--- config.mk ---
export PLATFORM = sky130hd
export DESIGN_NAME = clk_div_bank
export DESIGN_NICKNAME = d
export VERILOG_FILES = /design/src/rtl/clk_div_pkg.sv /design/src/rtl/clk_div_ch.sv /design/src/rtl/clk_div_bank.sv
export SDC_FILE = /design/constraint.sdc
export NUM_CORES = 1
export LEC_CHECK = 0
export CAP_MARGIN = 25
export CORE_MARGIN = 2
export CORE_UTILIZATION = 48
export DETAILED_ROUTE_END_ITERATION = 10
export GPL_TIMING_DRIVEN = 1
export MAX_ROUTING_LAYER = met4
export PLACE_DENSITY_LB_ADDON = 0.3
export SLEW_MARGIN = 20
export SYNTH_ARGS = -nofsm -noshare
export SYNTH_HDL_FRONTEND = slang
export SYNTH_HIERARCHICAL = 1
export SYNTH_SLANG_ARGS = --single-unit
--- constraint.sdc ---
create_clock -name clk_in -period 3.5 [get_ports clk_in]
set_clock_uncertainty 0.2 [all_clocks]
set_input_delay 0.7 -clock clk_in [delete_from_list [all_inputs] [get_ports clk_in]]
set_output_delay 0.7 -clock clk_in [all_outputs]
set_load 0.05 [all_outputs]
--- src/rtl/clk_div_pkg.sv ---
// Shared types and constants for the clk_div_bank divider bank.
// Optional build macro: CLK_DIV_ODD_DUTY_EN (50% duty for odd divisors).
package clk_div_pkg;

  typedef enum logic [1:0] {
    IDLE,
    RUN,
    STOPPING
  } ch_state_e;

  localparam int MIN_DIV = 2;

endpackage

--- src/rtl/clk_div_ch.sv ---
// One divider channel: counter, start/stop FSM, pending/active divisor.
// Optional build macro: CLK_DIV_ODD_DUTY_EN adds a negedge stage for 50% duty on odd N.
module clk_div_ch
  import clk_div_pkg::*;
#(
  parameter int CNT_W   = 8,
  parameter int DEF_DIV = 10
) (
  input  logic             clk_in,
  input  logic             rst_b,
  input  logic             i_run_req,
  input  logic             i_wr,
  input  logic [CNT_W-1:0] i_div,
  output logic             o_clk,
  output logic             o_running
);

  ch_state_e        r_state;
  ch_state_e        w_state_nxt;
  logic [CNT_W-1:0] r_cnt;
  logic [CNT_W-1:0] r_pend;
  logic [CNT_W-1:0] r_div;
  logic             r_clk;

  logic             w_wrap;
  logic             w_stop_done;
  logic [CNT_W-1:0] w_cnt_nxt;
  logic [CNT_W-1:0] w_half;
  logic [CNT_W-1:0] w_div_sel;

  assign w_wrap      = (r_state != IDLE) && (r_cnt == r_div - CNT_W'(1));
  assign w_cnt_nxt   = w_wrap ? '0 : r_cnt + CNT_W'(1);
  assign w_half      = r_div >> 1;
  // A write landing on a boundary edge wins over the pending copy.
  assign w_div_sel   = i_wr ? i_div : r_pend;
  assign w_stop_done = (w_state_nxt == IDLE) && (r_state == STOPPING);

  always_ff @(posedge clk_in or negedge rst_b) begin
    if (!rst_b) r_state <= IDLE;
    else        r_state <= w_state_nxt;
  end

  always_comb begin
    w_state_nxt = r_state;
    unique case (r_state)
      IDLE:     if (i_run_req) w_state_nxt = RUN;
      RUN:      if (!i_run_req) w_state_nxt = STOPPING;
      STOPPING: begin
        if (i_run_req)   w_state_nxt = RUN;
        else if (w_wrap) w_state_nxt = IDLE;
      end
      default:  w_state_nxt = IDLE;
    endcase
  end

  always_ff @(posedge clk_in or negedge rst_b) begin
    if (!rst_b) begin
      r_cnt  <= '0;
      r_clk  <= 1'b0;
      r_pend <= CNT_W'(DEF_DIV);
      r_div  <= CNT_W'(DEF_DIV);
    end else begin
      if (i_wr) r_pend <= i_div;
      if (r_state == IDLE) begin
        r_div <= w_div_sel;
        r_cnt <= '0;
        r_clk <= i_run_req;
      end else begin
        r_cnt <= w_cnt_nxt;
        if (w_wrap) r_div <= w_div_sel;
        // Every N>=2 has H>=1, so count 0 is always in the high phase.
        r_clk <= w_stop_done ? 1'b0 : (w_cnt_nxt < w_half);
      end
    end
  end

`ifdef CLK_DIV_ODD_DUTY_EN
  logic r_clk_neg;

  always_ff @(negedge clk_in or negedge rst_b) begin
    if (!rst_b) r_clk_neg <= 1'b0;
    else        r_clk_neg <= r_clk;
  end

  always_comb begin
    o_running = (r_state != IDLE);
    o_clk     = r_clk | (r_div[0] & r_clk_neg);
  end
`else
  always_comb begin
    o_running = (r_state != IDLE);
    o_clk     = r_clk;
  end
`endif

endmodule

--- src/rtl/clk_div_bank.sv ---
// Bank of NUM_CH glitch-free integer clock dividers with runtime divisor writes.
// Optional build macro: CLK_DIV_ODD_DUTY_EN (50% duty for odd divisors).
module clk_div_bank
  import clk_div_pkg::*;
#(
  parameter  int NUM_CH  = 4,
  parameter  int CNT_W   = 8,
  parameter  int DEF_DIV = 10,
  localparam int CH_W    = (NUM_CH > 1) ? $clog2(NUM_CH) : 1
) (
  input  logic              clk_in,
  input  logic              rst_b,
  input  logic              stop,
  input  logic [NUM_CH-1:0] ch_en,
  input  logic              cfg_wr,
  input  logic [CH_W-1:0]   cfg_ch,
  input  logic [CNT_W-1:0]  cfg_div,
  output logic              cfg_err,
  output logic [NUM_CH-1:0] clk_out,
  output logic [NUM_CH-1:0] running
);

  logic [NUM_CH-1:0] w_hit;
  logic [NUM_CH-1:0] w_wr;
  logic              w_div_ok;
  logic              w_reject;
  logic              r_err;

  assign w_div_ok = (cfg_div >= CNT_W'(MIN_DIV));
  // Out-of-range channel numbers match no decode line, so they reject.
  assign w_reject = cfg_wr && !((|w_hit) && w_div_ok);
  assign cfg_err  = r_err;

  always_ff @(posedge clk_in or negedge rst_b) begin
    if (!rst_b) r_err <= 1'b0;
    else        r_err <= w_reject;
  end

  for (genvar g = 0; g < NUM_CH; g++) begin : g_ch
    assign w_hit[g] = (cfg_ch == CH_W'(g));
    assign w_wr[g]  = cfg_wr && w_hit[g] && w_div_ok;

    clk_div_ch #(
      .CNT_W   (CNT_W),
      .DEF_DIV (DEF_DIV)
    ) u_ch (
      .clk_in    (clk_in),
      .rst_b     (rst_b),
      .i_run_req (ch_en[g] & ~stop),
      .i_wr      (w_wr[g]),
      .i_div     (cfg_div),
      .o_clk     (clk_out[g]),
      .o_running (running[g])
    );
  end

endmodule
* Word level (Yosys, flattened, before mapping)
Index checks and enable logic that the tools add are counted.
** Storage, ports and cells
- Register bits :: 109
- Bits in latches :: 0
- RAM bits :: 0
- Bits in read-only memories :: 0
- Input port bits :: 18
- Logic and storage cells :: 139
- Memories kept :: 0
** Operators by class
- Add/sub/neg operators :: 8
- $mul :: 0
- Divide/modulo/power cells :: 0
- Magnitude comparators :: 5
- Eq/ne operators :: 15
- Shift operators :: 0
- Mux-type cells :: 48
- Bitwise operators :: 5
- Reduce and logical (&&, ||, !) cells :: 37
** Operator list (count)
- $mux 8 :: 20
- $add 8x1->8 const B :: 4
- $eq 8x8->1 :: 4
- $lt 8x7->1 :: 4
- $mux 2 :: 16
- $sub 8x1->8 const B :: 4
- $pmux 2 s3 :: 4
- $logic_and 1x1->1 :: 18
- $logic_not 2->1 :: 9
- $reduce_bool 2->1 :: 8
- $eq 2x2->1 const B :: 6
- $eq 2x1->1 const B :: 5
- $ge 8x2->1 const B :: 1
- $mux 1 :: 8
- $and 1x1->1 :: 4
- $reduce_or 4->1 :: 1
- $logic_not 1->1 :: 1
- $not 1->1 :: 1

* Depth between registers and ports, before layout
- Depth in word-level cells :: 10
- Depth in mapped cells :: 15
- Gate-level depth less buffers :: 14

* Cells and area by module
The synthesis kept the hierarchy.
** Modules (own cells, without submodules)
- clk_div_ch at g_ch[0].u_ch ... :: times used 2, cells an instance 137, area each 1547.7 µm²
- clk_div_ch at g_ch[3].u_ch :: times used 1, cells an instance 214, area each 1971.9 µm²
- clk_div_ch at g_ch[1].u_ch :: times used 1, cells an instance 157, area each 1564.0 µm²
- clk_div_bank :: times used 1, cells an instance 16, area each 135.1 µm²

* Worst setup path before layout
OpenSTA, ideal clock, no wires.
- Path type :: register to register
- Start point :: register g_ch[3].u_ch.r_div[1]
- End point :: register g_ch[3].u_ch.r_clk
- Setup time :: 0.079 ns
- Arrival :: 3.175 ns
- Required time :: 3.221 ns
- Slack :: 0.046 ns
- Stages on the path, launching flop included :: 15
- Path through :: dfstp_2 -> inv_1 -> ha_1 -> xor2_1 -> o211ai_1 -> nor4_4 -> o211a_4 -> buf_8 -> a21oi_2 -> ha_1 -> a2111o_1 -> a21oi_1 -> a2111o_1 -> o221ai_1 -> mux2i_1
** On the way
- Longest elaborated chain between the ends :: 10
- Elaborated cells between the ends (all ways) :: 12
- Classes of those cells :: add/sub: 1; order compare: 1; eq/ne: 1; mux: 6; reduce/logical: 3
** Ends and longest elaborated chain
- from (decl) :: line clk_div_ch.sv:22 : logic [CNT_W-1:0] r_div;
- from (signal assigned) :: line clk_div_ch.sv:61 : r_div <= CNT_W'(DEF_DIV);
- from (signal assigned) :: line clk_div_ch.sv:65 : r_div <= w_div_sel;
- from (signal assigned) :: line clk_div_ch.sv:70 : if (w_wrap) r_div <= w_div_sel;
- branches (longest 8 deep; another with $sub 8x1->8)
- $mux 1 (*) :: line clk_div_ch.sv:72 : r_clk <= w_stop_done ? 1'b0 : (w_cnt_nxt < w_half);
- $mux 1 (*) :: line clk_div_ch.sv:64 : if (r_state == IDLE) begin
- to (signal assigned) :: line clk_div_ch.sv:67 : r_clk <= i_run_req;
- to (signal assigned) :: line clk_div_ch.sv:72
- to (decl) :: line clk_div_ch.sv:23 : logic r_clk;
Every way passes the cells marked *.
A chain may end at the register's enable or synchronous reset.

* Worst setup path in the final report
- Start point :: register g_ch[2].u_ch.r_div[1]
- End point :: register g_ch[2].u_ch.r_clk
** On the way
- Longest elaborated chain between the ends :: 10
- Elaborated cells between the ends (all ways) :: 12
- Classes of those cells :: add/sub: 1; order compare: 1; eq/ne: 1; mux: 6; reduce/logical: 3
** Ends and longest elaborated chain (line)
- from (decl) :: clk_div_ch.sv:22
- from (signal assigned) :: clk_div_ch.sv:61
- from (signal assigned) :: clk_div_ch.sv:65
- from (signal assigned) :: clk_div_ch.sv:70
- branches (longest 8 deep; another with $sub 8x1->8)
- $mux 1 (*) :: clk_div_ch.sv:72
- $mux 1 (*) :: clk_div_ch.sv:64
- to (signal assigned) :: clk_div_ch.sv:67
- to (signal assigned) :: clk_div_ch.sv:72
- to (decl) :: clk_div_ch.sv:23
Marks and branches as above.

==> impl_results.html <==
<table>
<tr><th>Metric</th><th>Value</th></tr>
<tr><th colspan="2">Synth</th></tr>
<tr><td>Cell types with the highest counts after synthesis</td><td>sky130_fd_sc_hd__dfrtp_1, sky130_fd_sc_hd__nor2_1, sky130_fd_sc_hd__inv_1</td></tr>
<tr><td>Syn Nets</td><td>711</td></tr>
<tr><td>Share of flip-flops with an asynchronous set or reset after synthesis</td><td>100%</td></tr>
<tr><td>Synth warn</td><td>6</td></tr>
<tr><td>Register bit count reported by yosys</td><td>109</td></tr>
<tr><td>Sequential-to-total area share from yosys stat</td><td>40.6%</td></tr>
<tr><td>Most frequently used cell type in the post-synthesis netlist</td><td>sky130_fd_sc_hd__dfrtp_1</td></tr>
<tr><td>Avg Synthesized Cell Area</td><td>10.2 µm²</td></tr>
<tr><td>Synth Cell Area</td><td>6770 µm²</td></tr>
<tr><td>Cell type with the largest total area after synthesis</td><td>sky130_fd_sc_hd__dfrtp_1</td></tr>
<tr><td>Number of enable flip-flop cells after synthesis</td><td>0</td></tr>
<tr><td>Primary flip-flop cell chosen by synthesis mapping</td><td>sky130_fd_sc_hd__dfrtp_1</td></tr>
<tr><td>Synthesized instance count</td><td>661</td></tr>
<tr><td>Unique masters post-synth</td><td>78</td></tr>
<tr><td>Synth top area cells</td><td>sky130_fd_sc_hd__dfrtp_1, sky130_fd_sc_hd__dfstp_2, sky130_fd_sc_hd__ha_1</td></tr>
<tr><td>Post-synth top area share</td><td>34.4%</td></tr>
<tr><th colspan="2">Final layout</th></tr>
<tr><td>Ratio of cells with drive above 1 in the final layout</td><td>23.8%</td></tr>
<tr><td>Core occupancy in the finished layout</td><td>56.4%</td></tr>
<tr><td>Net count reported at finish</td><td>756</td></tr>
<tr><td>Antenna diode count</td><td>0</td></tr>
<tr><td>Number of fillers in the final layout</td><td>1,160</td></tr>
<tr><td>Growth of design area from synthesis to finish</td><td>15.3%</td></tr>
<tr><th colspan="2">Timing</th></tr>
<tr><td>Relative slew slack</td><td>32.4%</td></tr>
<tr><td>Worst Tran Pin Value</td><td>1.01 ns</td></tr>
<tr><td>Worst hold slack after final layout</td><td>0.149 ns</td></tr>
<tr><td>Max Freq</td><td>0.297 GHz</td></tr>
<tr><td>Final setup violating endpoints</td><td>0</td></tr>
<tr><td>Period Utilization, post-route</td><td>96.2%</td></tr>
<tr><td>Min Clock Period, post-route</td><td>3.37 ns</td></tr>
<tr><td>TNS Setup</td><td>0 ns</td></tr>
<tr><td>Count of pins over their slew limit</td><td>0</td></tr>
<tr><td>Final hold viol count</td><td>0</td></tr>
<tr><th colspan="2">Status</th></tr>
<tr><td>Run status</td><td>finished, final reports clean</td></tr>
<tr><th colspan="2">Clock tree</th></tr>
<tr><td>CTS tree</td><td>built</td></tr>
<tr><td># H-tree levels</td><td>3</td></tr>
<tr><td>Clock root buffer</td><td>sky130_fd_sc_hd__clkbuf_16</td></tr>
<tr><td>Count of clock tree sinks</td><td>109</td></tr>
<tr><td>Worst-skew pair later-pin latency</td><td>0.35 ns</td></tr>
<tr><td>CTS clk-pin slew, worst paths</td><td>0.07 ns</td></tr>
<tr><td>Maximum number of buffers from clock root to sink</td><td>2</td></tr>
<tr><td>Number of CTS-inserted buffers</td><td>9</td></tr>
<tr><th colspan="2">Routing</th></tr>
<tr><td>Residual antenna-violating net count after detailed routing</td><td>0</td></tr>
<tr><td>Routed via count</td><td>5,143</td></tr>
<tr><td>Mean number of vias per cell</td><td>5.77</td></tr>
<tr><td>DRT Wirelength</td><td>15,000 µm</td></tr>
<tr><td>Wire length per cell after detailed routing</td><td>16.8 µm</td></tr>
<tr><td>DR DRC count</td><td>0</td></tr>
<tr><td>Number of DRC markers in iteration 0</td><td>307</td></tr>
<tr><td>Iteration count of the initial detailed-routing pass</td><td>5</td></tr>
<tr><th colspan="2">Placement</th></tr>
<tr><td>Final Wtd Congestion</td><td>0.902</td></tr>
<tr><td>Port Buf Inserts</td><td>26</td></tr>
<tr><td>Placed wire-length estimate</td><td>10,800 µm</td></tr>
<tr><th colspan="2">Setup path</th></tr>
<tr><td>Kind of cell with the highest combined delay on the critical path</td><td>compound AO/OA/AOI/OAI gates</td></tr>
<tr><td>Number of cells on the critical path</td><td>14</td></tr>
<tr><td>Cell at the slowest stage of the critical path</td><td>sky130_fd_sc_hd__dfstp_2</td></tr>
<tr><td>Largest incremental delay on the critical path</td><td>0.53 ns</td></tr>
<tr><td>Worst path bufs/invs</td><td>1</td></tr>
<tr><td>Reg2reg start</td><td>g_ch[2].u_ch/r_div[1]</td></tr>
<tr><td>R2r setup slk</td><td>0.13 ns</td></tr>
<tr><td>Cell depth of the worst flop-to-flop path</td><td>14</td></tr>
<tr><td>Largest fanout on the critical path</td><td>4</td></tr>
<tr><td>Critical path origin</td><td>g_ch[2].u_ch/r_div[1]</td></tr>
<tr><td>Endpoint of the lowest-slack register-to-register path</td><td>g_ch[2].u_ch/o_clk</td></tr>
<tr><td>Cell occurring most often along the worst timing path</td><td>sky130_fd_sc_hd__nor2_1</td></tr>
<tr><td>Worst path cell trace</td><td>inv_1, ha_2, nor3b_4, a21o_2, a2111oi_4, o211ai_4, nor2_4, nor2_1, ha_1, or3_4, a21oi_2, nor2_1, o31ai_1, a32o_2</td></tr>
<tr><td>Timing endpoint of the critical path</td><td>g_ch[2].u_ch/o_clk</td></tr>
<tr><td>Critical Path Source Type</td><td>register</td></tr>
<tr><td>Signal arrival time at the worst endpoint</td><td>3.45 ns</td></tr>
<tr><td>Capturing element type of the critical path</td><td>register</td></tr>
<tr><td>Worst path required time</td><td>3.59 ns</td></tr>
<tr><td>WS Path Type</td><td>register to register</td></tr>
<tr><th colspan="2">GRT</th></tr>
<tr><td>Initial antenna violation count</td><td>0</td></tr>
<tr><td>Global router's overall resource usage</td><td>21.7%</td></tr>
<tr><td>Pin count of the biggest net entering global routing</td><td>63</td></tr>
<tr><td>First-pass GRT wire length</td><td>25,000 µm</td></tr>
<tr><td>Grt ovf</td><td>0</td></tr>
<tr><td>Number of global-route vias before repair</td><td>5,025</td></tr>
<tr><th colspan="2">Pwr</th></tr>
<tr><td>Proportion of power drawn by the clock network</td><td>20.1%</td></tr>
<tr><td>VDD IR-drop max</td><td>0.338 mV</td></tr>
<tr><td>Internal</td><td>2990 µW</td></tr>
<tr><td>Switching component of the power</td><td>1930 µW</td></tr>
<tr><td>Gate power share</td><td>41.4%</td></tr>
<tr><td>Switching power share of the total</td><td>39.2%</td></tr>
<tr><td>PwrDens</td><td>630 nW/µm²</td></tr>
<tr><td>Share of power burned in registers</td><td>38.5%</td></tr>
<tr><td>Leakage</td><td>0.00333 µW</td></tr>
<tr><th colspan="2">Floorplanning</th></tr>
<tr><td>Total core area</td><td>13,800 µm²</td></tr>
<tr><td>Die outline height</td><td>123 µm</td></tr>
<tr><td>Die span in x</td><td>123 µm</td></tr>
<tr><td>Starting density of the core</td><td>48.9%</td></tr>
<tr><td>Die ar.</td><td>15,100 µm²</td></tr>
<tr><td>Top-level port count</td><td>27</td></tr>
<tr><td>Standard-cell rows</td><td>43</td></tr>
<tr><th colspan="2">Worst hold path</th></tr>
<tr><td>Hold Path Class</td><td>input port to async pin</td></tr>
<tr><th colspan="2">Job</th></tr>
<tr><td>Max-cap violation count</td><td>0</td></tr>
</table>
cell type report:
class / instances / area (µm²) / share of cell area [%]
Clock buffer: 10 / 239 / 3.06
Clock inverter: 6 / 47.5 / 0.609
Inverter: 50 / 188 / 2.41
Multi-Input combinational cell: 477 / 3830 / 49.1
Sequential cell: 109 / 2750 / 35.2
Tap cell: 180 / 225 / 2.89
Timing Repair Buffer: 59 / 522 / 6.69
worst reg2reg max path: stages, from the launching register on:
cell and delay [ns]:
sky130_fd_sc_hd__dfstp_2 0.53, sky130_fd_sc_hd__inv_1 0.07, sky130_fd_sc_hd__ha_2 0.19, sky130_fd_sc_hd__nor3b_4 0.16, sky130_fd_sc_hd__a21o_2 0.22, sky130_fd_sc_hd__a2111oi_4 0.40, sky130_fd_sc_hd__o211ai_4 0.14, sky130_fd_sc_hd__nor2_4 0.17
sky130_fd_sc_hd__nor2_1 0.06, sky130_fd_sc_hd__ha_1 0.21, sky130_fd_sc_hd__or3_4 0.38, sky130_fd_sc_hd__a21oi_2 0.12, sky130_fd_sc_hd__nor2_1 0.05, sky130_fd_sc_hd__o31ai_1 0.19, sky130_fd_sc_hd__a32o_2 0.20
state kept, by name, indices dropped and copies added (netlist names):
name               flops
g_ch.u_ch/r_cnt       32
g_ch.u_ch/r_state      8
g_ch.u_ch/o_clk        4
g_ch.u_ch/r_pend      32
cfg_err                1
g_ch.u_ch/r_div       32
timing repair:
action / 4_1_cts / 5_1_grt
pin swaps: 0 / 20
hold buffers: 0 / 0
endpoints found under the setup margin: 2 / 4
buffers inserted: 0 / 4
resized for setup: 2 / 33
per-stage QoR:
step | setup WS [ns] | total power [µW] | instances | area, µm²
floorplan | 0.0459 | 3270 | 661 | 6770
finish | 0.134 | 4920 | 891 | 7800
CTS | 0.00608 | 4800 | 887 | 7620
global placement | 0.0200 | 3710 | 871 | 7330
detailed placement | -0.0310 | 3790 | 871 | 7330
global route | -0.0222 | 5240 | 891 | 7800
power groups by stage:
stage	Sequential (µW)	Clock, µW	Combinational, µW
floorplan	1840	0	1430
finish	1890	987	2040
CTS	1870	1020	1920
global placement	1880	0	1830
detailed placement	1890	0	1900
global route	1930	1060	2250
cell families (layout without fill, tap and decap cells):
logic type,after synthesis,after routing,share of synthesized area (%)
compound gates,132,132,15.1
xor+xnor,60,60,7.77
fa+ha+maj,32,32,5.92
buf+inv,75,125,5.03
flops,109,109,40.6
mux,49,49,8.32
simple gates,204,204,17.2
per-layer routing:
layer / part of all wire (%) / up-vias / GRT usage, %
li1: - / 2462 / -
met1: 48 / 2548 / 30.4
met2: 47 / 124 / 32.4
met3: 4.3 / 9 / 3.16
met4: 0.88 / 0 / 6.97
met5: 0 / - / -
how the worst min path moves through the flow:
stage,start,end,slack (ns)
finish,rst_b,g_ch[3].u_ch/r_cnt[2],0.15
global route,rst_b,g_ch[3].u_ch/r_cnt[2],0.21
CTS,rst_b,g_ch[3].u_ch/r_cnt[2],0.19
detailed placement,g_ch[0].u_ch/r_pend[7],g_ch[0].u_ch/r_pend[7],0.29
global placement,g_ch[3].u_ch/r_state[1],g_ch[3].u_ch/r_state[0],0.28
floorplan,rst_b,cfg_err,0.20
layout by cell type (no fill, tap or decap), types with 16 or more instances in the layout:
master | Yosys | final
sky130_fd_sc_hd__dfrtp_1 | 93 | 92
sky130_fd_sc_hd__nor2_1 | 55 | 53
sky130_fd_sc_hd__inv_1 | 50 | 49
sky130_fd_sc_hd__xnor2_1 | 35 | 35
sky130_fd_sc_hd__a21oi_1 | 37 | 34
sky130_fd_sc_hd__mux2_2 | 34 | 34
sky130_fd_sc_hd__buf_4 | 0 | 32
sky130_fd_sc_hd__ha_1 | 32 | 26
sky130_fd_sc_hd__nand2_1 | 25 | 25
sky130_fd_sc_hd__xor2_1 | 25 | 25
sky130_fd_sc_hd__clkdlybuf4s50_1 | 0 | 25
sky130_fd_sc_hd__nand3_1 | 25 | 24
sky130_fd_sc_hd__dfstp_2 | 16 | 16
(Power assumes the default switching activity.)
